[src/rtl/clk_div_ctrl_pkg.sv]
`default_nettype none
// ============================================================================
//  Module      : clk_div_ctrl_pkg
//  Description : Shared types and helpers for the clock-divider sequencer.
//  Revision    : 1.0 - initial release
// ============================================================================
package clk_div_ctrl_pkg;

    // Sequencer states: park on refclk, load ratio, reselect, report done
    typedef enum logic [2:0] {
        IDLE = 3'd0,
        BYP  = 3'd1,
        LOAD = 3'd2,
        SEL  = 3'd3,
        DONE = 3'd4
    } clk_div_ctrl_state_e;

    // Dwell counter width: must hold 4*MAX_DIV-1 without wrapping
    function automatic int dwell_cnt_width(input int max_div);
        return $clog2(4 * max_div) + 1;
    endfunction

endpackage : clk_div_ctrl_pkg
`default_nettype wire

[src/rtl/clk_div_ctrl.sv]
`default_nettype none
// ============================================================================
//  Module      : clk_div_ctrl
//  Description : Glitch-safe reconfiguration sequencer for the clock divider.
//                Accepts a ratio/enable request, parks the divider output on
//                refclk, loads the new ratio, waits two divided periods, then
//                reselects the divided clock and pulses done.
//  Revision    : 1.0 - initial release
// ============================================================================
module clk_div_ctrl
    import clk_div_ctrl_pkg::*;
#(
    parameter int MAX_DIV        = 64,
    parameter int SETTLE_CYCLES  = 8,
    parameter int RESET_HALF_DIV = 0
) (
    input  logic                       clk,
    input  logic                       rst_n,
    input  logic                       cfg_valid,
    output logic                       cfg_ready,
    input  logic [$clog2(MAX_DIV)-1:0] cfg_half_div_less_1,
    input  logic                       cfg_div_en,
    output logic [$clog2(MAX_DIV)-1:0] half_div_less_1,
    output logic                       divclk_sel,
    output logic                       busy,
    output logic                       done
);

    localparam int RW = $clog2(MAX_DIV);
    localparam int CW = dwell_cnt_width(MAX_DIV);

    localparam logic [CW-1:0] SETTLE_LOAD = CW'(SETTLE_CYCLES - 1);
    localparam logic [RW-1:0] RESET_HALF  = RW'(RESET_HALF_DIV);

    clk_div_ctrl_state_e state;
    logic [CW-1:0]       dwell_cnt;
    logic [RW-1:0]       hold_half;
    logic                hold_en;

    logic [CW-1:0]       load_dwell;
    logic                dwell_end;
    logic                same_cfg;

    // LOAD dwell minus one is 4*(h+1)-1 = {h, 2'b11}; zero-extended so the
    // largest ratio still fits the counter.
    assign load_dwell = CW'({hold_half, 2'b11});
    assign dwell_end  = (dwell_cnt == '0);
    assign same_cfg   = ({cfg_half_div_less_1, cfg_div_en} == {half_div_less_1, divclk_sel});

    // Handshake status is a pure decode of the registered state
    assign cfg_ready = (state == IDLE);
    assign busy      = !cfg_ready;

    // Sequencer FSM with dwell counter and registered divider controls
    always_ff @(posedge clk) begin
        if (!rst_n) begin
            state           <= IDLE;
            dwell_cnt       <= '0;
            hold_half       <= RESET_HALF;
            hold_en         <= 1'b0;
            half_div_less_1 <= RESET_HALF;
            divclk_sel      <= 1'b0;
            done            <= 1'b0;
        end else begin
            done <= 1'b0;
            case (state)
                IDLE: begin
                    if (cfg_valid) begin
                        hold_half <= cfg_half_div_less_1;
                        hold_en   <= cfg_div_en;
                        if (same_cfg) begin
                            // Nothing to change: report completion immediately
                            state <= DONE;
                            done  <= 1'b1;
                        end else begin
                            state      <= BYP;
                            divclk_sel <= 1'b0;
                            dwell_cnt  <= SETTLE_LOAD;
                        end
                    end
                end
                BYP: begin
                    if (dwell_end) begin
                        state           <= LOAD;
                        half_div_less_1 <= hold_half;
                        dwell_cnt       <= load_dwell;
                    end else begin
                        dwell_cnt <= dwell_cnt - 1'b1;
                    end
                end
                LOAD: begin
                    if (dwell_end) begin
                        state      <= SEL;
                        divclk_sel <= hold_en;
                        dwell_cnt  <= SETTLE_LOAD;
                    end else begin
                        dwell_cnt <= dwell_cnt - 1'b1;
                    end
                end
                SEL: begin
                    if (dwell_end) begin
                        state <= DONE;
                        done  <= 1'b1;
                    end else begin
                        dwell_cnt <= dwell_cnt - 1'b1;
                    end
                end
                DONE: begin
                    state <= IDLE;
                end
                default: begin
                    state <= IDLE;
                end
            endcase
        end
    end

endmodule : clk_div_ctrl
`default_nettype wire
[config.mk]
export PLATFORM = sky130hd
export DESIGN_NAME = clk_div_ctrl
export DESIGN_NICKNAME = d
export VERILOG_FILES = /design/src/rtl/clk_div_ctrl_pkg.sv /design/src/rtl/clk_div_ctrl.sv
export SDC_FILE = /design/constraint.sdc
export NUM_CORES = 1
export LEC_CHECK = 0
export ABC_AREA = 1
export BUFFER_PORTS_ARGS = -buffer_cell sky130_fd_sc_hd__buf_2
export CORE_ASPECT_RATIO = 1.5
export CORE_MARGIN = 3
export CORE_UTILIZATION = 61
export DETAILED_ROUTE_END_ITERATION = 8
export PLACE_DENSITY_LB_ADDON = 0.08
export SYNTH_ARGS = -nofsm -noshare
export SYNTH_HDL_FRONTEND = slang
export SYNTH_SLANG_ARGS = --single-unit
export TNS_END_PERCENT = 1
[constraint.sdc]
create_clock -name clk -period 2.8 [get_ports clk]
set_input_delay 0.7 -clock clk [delete_from_list [all_inputs] [get_ports clk]]
set_output_delay 0.7 -clock clk [all_outputs]
set_load 0.05 [all_outputs]
==> metrics.cfg <==
[drt]
antenna_left=0
dr.pass1.iters=4
via_count=1390
routedWlPerCell_um=12.8
drc_errors=0
dr.first_iter.drc_count=55
wl_um=3390
vias_per_cell=5.27

[critical_path]
worstPathMaxFanout=4
cp_slowest_cell=dfxtp_1
end_kind=output pin
start_kind=register
worstPathArrival_ns=1.35
critPathRequiredTime_ns=2.10
critical_path_class=reg -> out
crit_chain=nor2_2 -> nand2_4 -> inv_1 -> buf_2
critPathMaxStageDelay_ns=0.37

[timing]
drv_slew=0
hold_violations=0
setup_viol=0
period_needed_ns=2.05
tns_ns=0
max_freq_ghz=0.488
fin_skew_ns=0.00866
fin_crit_sh_pct=73.2
tightest_slew_ns=0.609
slew_headroom_pct=59.3
rsz0062_at_grt=no

[clocking]
clk_path_buf_depth=2
clk_latency_ns=0.33
postCtsHoldBufs=0
cts-buffers-inserted=3
cts_setup_buffers=0
path_clk_slew_ns=0.15
cts-resized-gates=0
cts_tree=done
cts.sinks=27
cts_root_buf=clkbuf_4
cts_max_level=1

[global_route]
grt_antenna_before_repair=0
grt_pass1_wl_um=5890
grt_pass1_vias=1374
grt_max_degree=17
gr-usage-all-layers_pct=25.6
grt-ovfl-total=0

[synth]
synth_fp_nets=231
synth_warnings=0
async_reset_ff_share_pct=0
ys_ff_latch=27
synthTopCellsByCount=60 x nand2_1, 27 x dfxtp_1, 24 x nor2_1
synth_area_per_cell_um2=7.07
ys_seq_area_share_pct=34.8
synth.top_cell.area_share_pct=34.8
synth_most_common_cell=nand2_1
syn_inst=220
yosysUniqueCellTypes=28
synth_edf_count=0
ys.flop_type=dfxtp_1
ys_top_cells_by_area=dfxtp_1 35%, nand2_1 14%, nor2_1 5.8%
syn-cell-area_um2=1560
synth_top_area_cell=dfxtp_1

[die]
io_pins=20
die_x_um=47.2
start_util_pct=66.5
core_area_um2=2340
rows=21
die-area_um2=3200
die-height_um=67.8

[placement]
dpl.hpwl_um=2640
port_buffers=19
dp_cells=260
place.gp.congestion=0.867
placed_area_um2=1670

[power_and_ir_drop]
cellPowerDensity_nw_per_um2=728
p_leak_nw=0.796
p_total_w=0.00123
max-vdd-ir-drop_mv=0.538

[finish]
num_antenna_cells=0
finalNonFillerCells=264
fin_area_um2=1700
drive_above_1_share_pct=28.2
areaGrowthSynthToFinish_pct=9.09
fin_nets=253

[worst_hold_path]
min_path_type=reg -> reg

[run_status]
status=finished clean

[job]
cap_violations=0

-- flip-flops by register name, summed over array words and instances (netlist names) --
name and count:
hold_en 1, dwell_cnt 9, hold_half 6, divclk_sel 1
half_div_less_1 6, state 3, done 1
-- critical path: cells and delay by family, from the launching register on --
family | cells | cell delay [ns]
buffers and inverters | 2 | 0.37
and+or+nand+nor | 2 | 0.27
DFF | 1 | 0.37
-- final timing paths --
| path | cells after the start | slack (ns) | endpoint | startpoint |
|---|---|---|---|---|
| worst max-delay path | 4 | 0.75 | cfg_ready | state[0] |
| worst min-delay path | 2 | 0.48 | hold_en | hold_en |
| worst max register to register | 11 | 1.10 | dwell_cnt[6] | dwell_cnt[0] |
| worst min register to register | 2 | 0.48 | hold_en | hold_en |
-- where the power goes --
| group | internal (W) | switching (W) |
|---|---|---|
| registers | 0.000433 | 0.0000356 |
| clock network | 0.0000560 | 0.000117 |
| logic | 0.000181 | 0.000412 |
| total | 0.000670 | 0.000565 |
-- placed cells by master, fill, tap and decap left out --
cell,n
nor2_1,24
a21oi_1,13
nand2_1,60
nand2_2,12
nor2_4,4
nand3_1,4
buf_2,19
nand3_4,1
inv_1,17
nor2_2,7
clkbuf_1,1
nand3b_1,2
nor2_8,1
clkbuf_4,3
a211oi_1,1
nand3_2,4
o21bai_1,1
nand4_1,1
dfxtp_1,27
inv_2,9
nand2_4,1
nand2_8,1
xor2_1,3
a21oi_2,5
o21ai_0,12
ha_1,1
xnor2_1,5
or2_1,1
inv_4,1
-- layout make-up --
cell class,count,area [um^2]
multi-input combinational,164,902
fill,210,642
sequential,27,541
inverter,27,104
timing repair buffer,19,95.1
tap,23,28.8
clock buffer,4,26.3
-- logic make-up after synthesis --
kind of cell | count (synthesis) | synth area share (%)
flops | 27 | 34.8
fa+ha+maj | 1 | 0.804
compound gates | 32 | 11.8
xor+xnor | 8 | 4.51
simple gates | 123 | 40.9
buf+inv | 29 | 7.24
-- through the flow --
step                worst slack, ns  hold slack (ns)  util, %
floorplan                      1.08            0.429        -
global placement              0.970            0.453     71.4
detailed placement            0.929            0.460     71.4
CTS                           0.757            0.480     72.6
global route                  0.680            0.516     72.6
finish                        0.751            0.475     72.6
-- routing by layer --
layer / track usage, % / part of all wire (%)
met1: 30.4 / 41
met2: 44.8 / 53
met3: 3.16 / 3.6
met4: 10.0 / 1.9
met5: 0 / 0
No activity file was read; power rests on OpenSTA's default activity.
